File: config.mk
export PLATFORM = sky130hd
export DESIGN_NAME = audio_frame_gen
export DESIGN_NICKNAME = d
export VERILOG_FILES = /design/src/rtl/audio_frame_gen.sv
export SDC_FILE = /design/constraint.sdc
export NUM_CORES = 1
export LEC_CHECK = 0
export ABC_AREA = 1
export CAP_MARGIN = 20
export CELL_PAD_IN_SITES_DETAIL_PLACEMENT = 0
export CELL_PAD_IN_SITES_GLOBAL_PLACEMENT = 1
export CORE_UTILIZATION = 34
export DETAILED_ROUTE_END_ITERATION = 7
export PLACE_DENSITY_LB_ADDON = 0.2
export SLEW_MARGIN = 20
export SYNTH_ARGS = -nofsm -noshare
export SYNTH_HDL_FRONTEND = slang
export SYNTH_SLANG_ARGS = --single-unit
File: constraint.sdc
create_clock -name clk -period 4.93 [get_ports clk]
set_clock_uncertainty 0.1 [all_clocks]
set_input_delay 0.7395 -clock clk [delete_from_list [all_inputs] [get_ports clk]]
set_output_delay 0.7395 -clock clk [all_outputs]
set_load 0.005 [all_outputs]
File: src/rtl/audio_frame_gen.sv
// audio_frame_gen
//   Front end of the speaker-path I2S serializer. Divides clk into the codec
//   clocks, runs one square-wave tone generator per channel and latches one
//   signed sample per channel at the end of every lrck frame, so the samples
//   never change while the serializer is shifting a frame out.
//
// Ports
//   clk, rst                  system clock, async active-high reset
//   note_div_l, note_div_r    tone half-period in clk cycles, 0 = silence
//   volume                    amplitude level 0..7
//   mute                      forces both latched samples to 0
//   mclk, sck, lrck           clk/4, clk/16, clk/512 (bits of frame_cnt)
//   audio_left, audio_right   signed samples, held for a full frame
//   sample_strobe             high during the clk whose closing edge loads samples
module audio_frame_gen #(
  parameter int NOTE_W = 22,
  parameter int VOL_W  = 3
) (
  input  logic              clk,
  input  logic              rst,
  input  logic [NOTE_W-1:0] note_div_l,
  input  logic [NOTE_W-1:0] note_div_r,
  input  logic [VOL_W-1:0]  volume,
  input  logic              mute,
  output logic              mclk,
  output logic              sck,
  output logic              lrck,
  output logic [15:0]       audio_left,
  output logic [15:0]       audio_right,
  output logic              sample_strobe
);

  localparam int NCH = 2;

  logic [8:0]                  frame_cnt;
  logic [NCH-1:0][NOTE_W-1:0]  note_div;
  logic [NCH-1:0]              phase;
  logic [NCH-1:0][15:0]        sample_nxt;
  logic [15:0]                 amp;

  assign note_div = {note_div_r, note_div_l};

  // Volume lands in bits [14:12]; the sign bit stays clear so -amp never overflows.
  assign amp = 16'({volume, 12'h000});

  // Codec clocks are straight taps of the registered frame counter.
  assign mclk = frame_cnt[1];
  assign sck  = frame_cnt[3];
  assign lrck = frame_cnt[8];

  // Per-channel tone generator: half-period counter plus phase flag.
  for (genvar g = 0; g < NCH; g++) begin : g_ch
    logic [NOTE_W-1:0] cnt;
    logic              ph;

    always_ff @(posedge clk or posedge rst) begin
      if (rst) begin
        cnt <= '0;
        ph  <= 1'b0;
      end else if (note_div[g] == '0) begin
        cnt <= '0;
        ph  <= 1'b0;
      end else if (cnt >= note_div[g] - NOTE_W'(1)) begin
        // >= rather than ==: shrinking note_div below cnt wraps at once.
        cnt <= '0;
        ph  <= ~ph;
      end else begin
        cnt <= cnt + NOTE_W'(1);
      end
    end

    assign phase[g] = ph;
    assign sample_nxt[g] = (mute || note_div[g] == '0) ? 16'h0000 :
                           (ph ? amp : 16'(-amp));
  end

  always_ff @(posedge clk or posedge rst) begin
    if (rst) begin
      frame_cnt     <= '0;
      sample_strobe <= 1'b0;
      audio_left    <= '0;
      audio_right   <= '0;
    end else begin
      frame_cnt     <= frame_cnt + 9'd1;
      // Registered one clk early so the strobe covers the frame_cnt==511 clk.
      sample_strobe <= (frame_cnt == 9'd510);
      if (frame_cnt == 9'd511) begin
        // Current (pre-toggle) phase is what gets latched.
        audio_left  <= sample_nxt[0];
        audio_right <= sample_nxt[1];
      end
    end
  end

endmodule
==> flow_metrics.env, run 1 <==
export IMPL_grt_max_degree=35
export IMPL_hold_violations=0
export IMPL_netlist_instances=795
export IMPL_min_period_ns=3.736
export IMPL_yosysSeqAreaShare_pct=28.57
export IMPL_cts_setup_buffers=0
export IMPL_clkTransAtPathRegs_ns=0.05
export IMPL_cap_violations=0
export IMPL_ioPinCount=86
export IMPL_grt_antenna_before_repair=0
export IMPL_required_ns=5.04
export IMPL_setup_viol=0
export IMPL_drt_total_wl_um=13380
export IMPL_ff2ff_path_depth=10
export IMPL_clkLatencyLatePin_ns=0.33
export IMPL_core_um2=16000
export IMPL_cellPowerDensity_nw_per_um2=279.2
export IMPL_r2r_start="g_ch[0].cnt[11]$_DFF_PP0_"
export IMPL_hold_path_class="reg2reg"
export IMPL_synth_async_reset_ratio_pct=100.0
export IMPL_reg2reg_to="g_ch[0].cnt[17]$_DFF_PP0_"
export IMPL_hp_start="frame_cnt[6]$_DFF_PP0_"
export IMPL_fin_tns_setup_ns=0
export IMPL_end_kind="register"
export IMPL_drt_pre_antenna_iters=6
export IMPL_dp_hpwl_um=10950
export IMPL_yosys_most_used_dff="dfrtp_1"
export IMPL_clockPowerShare_pct=30.9
export IMPL_worst_r2r_setup_slack_ns=2.63
export IMPL_yosysWarnings=0
export IMPL_leakage_nw=3.284
export IMPL_cts_sink_count=64
export IMPL_critical_path_class="in2reg"
export IMPL_max_freq_ghz=0.2677
export IMPL_gp_congestion=0.8117
export IMPL_critPathArrivalTime_ns=3.85
export IMPL_syn_area_um2=5607
export IMPL_route_detailed_drc=0
export IMPL_wl_per_cell_um=12.34
export IMPL_syn_to_final_growth_pct=18.19
export IMPL_ir_worst_vdd_mv=0.1799
export IMPL_antenna_cells=0
export IMPL_p_switching_uw=662.3
export IMPL_cts_buffer_depth=2
export IMPL_pwr_share_comb_pct=29.0
export IMPL_p_sw_share_pct=35.80
export IMPL_grt_usage_pct=17.03
export IMPL_relSlewSlack_pct=51.22
export IMPL_drtAntennaViolNets=0
export IMPL_synth_edf_count=0
export IMPL_grt_pass1_wl_um=22470
export IMPL_vias=4890
export IMPL_placement_io_buffers=61
export IMPL_grt_pass1_vias=4766
export IMPL_dieWidth_um=130.4
export IMPL_cts_buffers=9
export IMPL_dpl_cell_count=1068
export IMPL_min_to="frame_cnt[6]$_DFF_PP0_"
export IMPL_fin_crit_sh_pct=75.77
export IMPL_status="finished clean"
export IMPL_start_util_pct=35.04
export IMPL_internal_power_mw=1.188
export IMPL_drive_gt1_share_pct=5.415
export IMPL_ctsHtreeMaxLevel=3
export IMPL_syn_area_per_cell_um2=7.052
export IMPL_cp_start_kind="primary input"
export IMPL_die_area_um2=17010
export IMPL_cts_root_buf="clkbuf_16"
export IMPL_die_y_um=130.4
export IMPL_drt_iter0_markers=152
export IMPL_ctsHoldBuffers=0
export IMPL_pwr_share_seq_pct=40.1
export IMPL_worst_slew_pin_slew_ns=0.7306
export IMPL_vias_per_cell=4.511
export IMPL_core_rowCount=46
export IMPL_overflow=0
export IMPL_cts_tree="yes"
export IMPL_rsz0062_at_grt="no"
export IMPL_final_nets=965
export IMPL_finalMaxSlewViolations=0
export IMPL_cts_resized=0
export IMPL_path_max_fanout=22
export IMPL_synth_seq_cells=64
export IMPL_min_path_cells=1
export IMPL_synth_cell_types=34
export IMPL_final_cells=1084
==> kinds of logic after synthesis <==
| group | share of synthesized area, % |
|---|---|
| and+or+nand+nor | 32.11 |
| buffers and inverters | 12.59 |
| xor gates and xnor gates | 10.47 |
| DFF | 28.57 |
| adders and majority gates | 11.60 |
| AOI/OAI and AO/OA | 4.597 |
| other | 0.06689 |
==> per-stage QoR <==
step	instance area [µm²]	utilization [%]	hold slack [ns]	worst slack, ns	power (mW)
final	6626	41.41	0.3981	1.194	1.850
after global routing	6626	41.41	0.4069	0.8622	1.996
after CTS	6626	41.41	0.3997	1.189	1.871
after detailed placement	6360	39.75	0.3898	0.8448	1.285
after global placement	6360	39.75	0.3632	0.9095	1.278
after floorplan	5693	-	0.3457	1.826	1.119
==> power groups by stage <==
stage          logic [mW]  clock network, mW  registers (mW)
2_1_floorplan       0.415                  0           0.703
3_3_place_gp        0.528                  0           0.750
3_5_place_dp        0.535                  0           0.750
4_1_cts             0.542              0.587           0.742
5_1_grt             0.628              0.610           0.757
6_report            0.537              0.571           0.742
==> synth_stat cells (all sizes together) (2+ instances only) <==
cell type,instances,area share [%]
nand2,169,12
nor2,145,11
inv,127,8.5
dfrtp,64,29
ha,52,12
nand3,48,4.6
xor2,41,6.4
buf,28,4.0
nor3,27,2.8
xnor2,26,4.1
nand4,14,1.6
a21oi,13,1.2
o21ai,12,1.1
o22ai,9,1.0
o211ai,4,0.54
a21o,2,0.27
nand3b,2,0.27
nor3b,2,0.27
nor4,2,0.22
o21bai,2,0.27
==> final cells by class <==
cell class / count / area (µm²)
clock inverter: 4 / 20.02
tap: 216 / 270.3
fill: 1724 / 9374
sequential: 64 / 1602
clock buffer: 12 / 246.5
inverter: 127 / 476.7
timing repair buffer: 63 / 625.6
multi-input combinational: 598 / 3386
==> flip-flops by register name, indices dropped and copies added (netlist names) <==
register	count
audio_right	4
frame_cnt	9
audio_left	4
g_ch.ph	2
g_ch.cnt	44
sample_strobe	1
==> how the worst max path moves through the flow <==
stage	from	end	slack, ns
floorplan	note_div_l[0]	g_ch[0].cnt[12]$_DFF_PP0_	1.83
global placement	note_div_r[0]	g_ch[1].cnt[20]$_DFF_PP0_	0.91
detailed placement	note_div_l[0]	g_ch[0].cnt[15]$_DFF_PP0_	0.84
CTS	note_div_l[0]	g_ch[0].cnt[17]$_DFF_PP0_	1.19
global route	note_div_l[8]	g_ch[0].cnt[17]$_DFF_PP0_	0.86
finish	note_div_r[0]	g_ch[1].cnt[20]$_DFF_PP0_	1.19
==> metal layers <==
metal	GRT usage [%]	wire, µm	part of all wire, %
met1	23.90	6974	52
met2	26.94	5829	44
met4	4.733	154	1.2
met3	2.891	419	3.1
met5	0	0	0
==> critical path: stages <==
cell and delay (ns):
clkdlybuf4s50_1 0.40, inv_1 0.09, ha_1 0.24, nand2_1 0.10, nor2_1 0.23, nand2_1 0.16
nor2_1 0.16, nand2_1 0.10, o21ai_0 0.20, inv_1 0.08, ha_1 0.28, nand2_1 0.09
nor2_1 0.16, nand2_1 0.08, nor2_1 0.10, nand2_1 0.09, nand3_1 0.09, nor2_1 0.05
nand2_1 0.06, buf_4 0.26, nor2_1 0.08
==> cell usage in the layout (no fill, tap or decap) <==
cell type	count
nand2_1	164
nor2_1	126
inv_1	126
dfrtp_1	64
clkdlybuf4s50_1	61
ha_1	52
nand3_1	46
xor2_1	41
xnor2_1	26
nor3_1	24
conb_1	24
nor2_2	18
nand4_1	14
a21oi_1	13
o21ai_0	12
o22ai_1	9
clkbuf_16	9
nand2_2	5
o211ai_1	4
clkinv_2	4
nor4_1	2
nand3b_1	2
a21o_1	2
o21bai_1	2
nor3_2	2
nor3b_1	2
clkbuf_1	2
buf_4	2
or2_1	1
nor2_4	1
nand3_4	1
and2_1	1
o31ai_1	1
nand3_2	1
nor3_4	1
a31o_2	1
inv_2	1
clkbuf_8	1
(Power assumes the default switching activity.)
==> run 2: changes to the inputs <==
==> constraint.sdc (replaced) <==
create_clock -name clk -period 3.25 [get_ports clk]
set_clock_uncertainty 0.1 [all_clocks]
set_input_delay 0.4875 -clock clk [delete_from_list [all_inputs] [get_ports clk]]
set_output_delay 0.4875 -clock clk [all_outputs]
set_load 0.005 [all_outputs]
==> run 2 against run 1 <==
Non-clock buffer count increased by 68. Global-route usage increased by 0.20 points. Core utilization increased by 4.7 points. Routed wire length increased by 4.3%. Hold slack got worse by 0.017 ns. Flip-flop and latch count unchanged. First-iteration DRC count increased by 45%. Combinational power increased by 63%. Design area increased by 11%. Register-to-register slack got worse by 1.5 ns. Critical endpoint is now g_ch[1].cnt[11]$_DFF_PP0_. Largest power group is now clock.
==> flow_metrics.env, run 2 (synthesized netlist as in run 1, its figures left out) <==
export IMPL_status="finished clean"
export IMPL_layout_common_cells="nand2_1, inv_1, nor2_1"
export IMPL_hold_path_class="reg2reg"
export IMPL_end_kind="register"
export IMPL_cts_root_buf="clkbuf_16"
export IMPL_cellPowerDensity_nw_per_um2=426.3
export IMPL_critPathArrivalTime_ns=3.20
export IMPL_dieWidth_um=130.4
export IMPL_critPathBufInv=6
export IMPL_die_area_um2=17010
export IMPL_overflow=0
export IMPL_cts_sink_count=64
export IMPL_crit_chain="clkdlybuf4s50_1 > inv_1 > ha_1 > nand2_1 > buf_4 > nor3_4 > buf_4 > xnor2_1 > ha_1 > nand2_1 > inv_1 > nand2_1 > nand2_1 > nand2_1 > nand2_1 > nand2_1 > nand3_2 > nor2_2 > nand2_4 > buf_12 > nor2_1"
export IMPL_grt_max_degree=34
export IMPL_regMostFlops="g_ch.cnt"
export IMPL_drt_total_wl_um=13960
export IMPL_core_um2=16000
export IMPL_leakage_nw=3.723
export IMPL_placement_io_buffers=61
export IMPL_gp_congestion=0.8592
export IMPL_cts_tree="yes"
export IMPL_grt_pass1_vias=4913
export IMPL_dp_hpwl_um=11170
export IMPL_setup_viol=0
export IMPL_grt_pass1_wl_um=23000
export IMPL_core_rowCount=46
export IMPL_cts_buffer_depth=2
export IMPL_vias=5208
export IMPL_ctsHoldBuffers=0
export IMPL_hold_ws_ns=0.3813
export IMPL_required_ns=3.41
export IMPL_relSlewSlack_pct=51.03
export IMPL_grt_antenna_before_repair=0
export IMPL_grt_usage_pct=17.23
export IMPL_ctsHtreeMaxLevel=3
export IMPL_cpPeakStageDelay_ns=0.40
export IMPL_largestRegisters="g_ch.cnt x44, frame_cnt x9"
export IMPL_ir_worst_vdd_mv=0.3420
export IMPL_wl_per_cell_um=12.11
export IMPL_hold_violations=0
export IMPL_drt_pre_antenna_iters=5
export IMPL_final_nets=1033
export IMPL_cap_violations=0
export IMPL_drtAntennaViolNets=0
export IMPL_drive_gt1_share_pct=14.74
export IMPL_worst_slew_pin_slew_ns=0.7335
export IMPL_cp_start_kind="primary input"
export IMPL_antenna_cells=0
export IMPL_rsz0062_at_grt="no"
export IMPL_path_max_fanout=11
export IMPL_die_y_um=130.4
export IMPL_vias_per_cell=4.521
export IMPL_cp_common_cell="nand2_1"
export IMPL_clkTransAtPathRegs_ns=0.06
export IMPL_max_freq_ghz=0.3283
export IMPL_ioPinCount=86
export IMPL_min_period_ns=3.046
export IMPL_path_delay_family="simple AND/OR/NAND/NOR gates"
export IMPL_clkLatencyLatePin_ns=0.33
export IMPL_final_common_cell="nand2_1"
export IMPL_route_detailed_drc=0
export IMPL_critical_path_class="in2reg"
export IMPL_drt_iter0_markers=221
export IMPL_finalMaxSlewViolations=0
export IMPL_cts_buffers=9
export IMPL_start_util_pct=35.04
export IMPL_slowest_stage="clkdlybuf4s50_1"
export IMPL_largest_reg_flops=44
export IMPL_syn_to_final_growth_pct=31.58
export IMPL_fin_tns_setup_ns=0
export IMPL_fin_crit_sh_pct=93.72
run 2: cell count changes in the layout (fill, tap and decap cells not counted), moves of 5 or more:
cell and delta:
buf_4 +63, nand2_1 -5, nor2_1 -9, nor2_2 +7
run 2: layout make-up:
cell class	count	area, µm²
multi-input cells	598	3471
flip-flops and latches	64	1602
repair buffers	131	1202
well taps	216	270.3
inverters	127	476.7
fillers	1670	8623
clock buffers	11	252.7
clock inverters	5	102.6
run 2: what timing repair did:
item                                    4_1_cts  5_1_grt
endpoints found under the setup margin        0       46
resized for setup                             0       30
setup buffers                                 0        3
run 2: power by group:
group | total, mW | switching (mW) | internal [mW]
registers | 1.13 | 0.200 | 0.929
logic | 0.876 | 0.482 | 0.394
clock network | 1.14 | 0.350 | 0.789
total | 3.14 | 1.03 | 2.11
run 2: per-stage QoR:
step	utilization, %	total power, mW	instances	cell area [µm²]	worst slack [ns]
detailed placement	42.94	2.012	1131	6870	-0.2182
global route	46.11	3.381	1152	7377	0.0007998
CTS	45.16	3.181	1147	7226	0.1099
finish	46.11	3.145	1152	7377	0.2040
floorplan	-	1.697	818	5693	0.3978
global placement	42.94	1.992	1131	6870	-0.1368
run 2: worst paths after layout:
kind,start,to,slack [ns],cells after the start
hold / removal,frame_cnt[7]$_DFF_PP0_,frame_cnt[7]$_DFF_PP0_,0.38,1
setup reg to reg,g_ch[0].cnt[11]$_DFF_PP0_,g_ch[0].cnt[14]$_DFF_PP0_,1.18,11
min in group asynchronous,rst,frame_cnt[1]$_DFF_PP0_,0.52,2
hold reg to reg,frame_cnt[7]$_DFF_PP0_,frame_cnt[7]$_DFF_PP0_,0.38,1
max in group asynchronous,rst,g_ch[0].cnt[6]$_DFF_PP0_,1.91,3
setup / recovery,note_div_r[1],g_ch[1].cnt[11]$_DFF_PP0_,0.20,21
run 2: per-layer routing:
layer,global-route usage (%),part of all wire [%]
met1,24.09,50
met2,27.38,44
met3,3.217,4.7
met4,4.192,0.95
met5,0,0
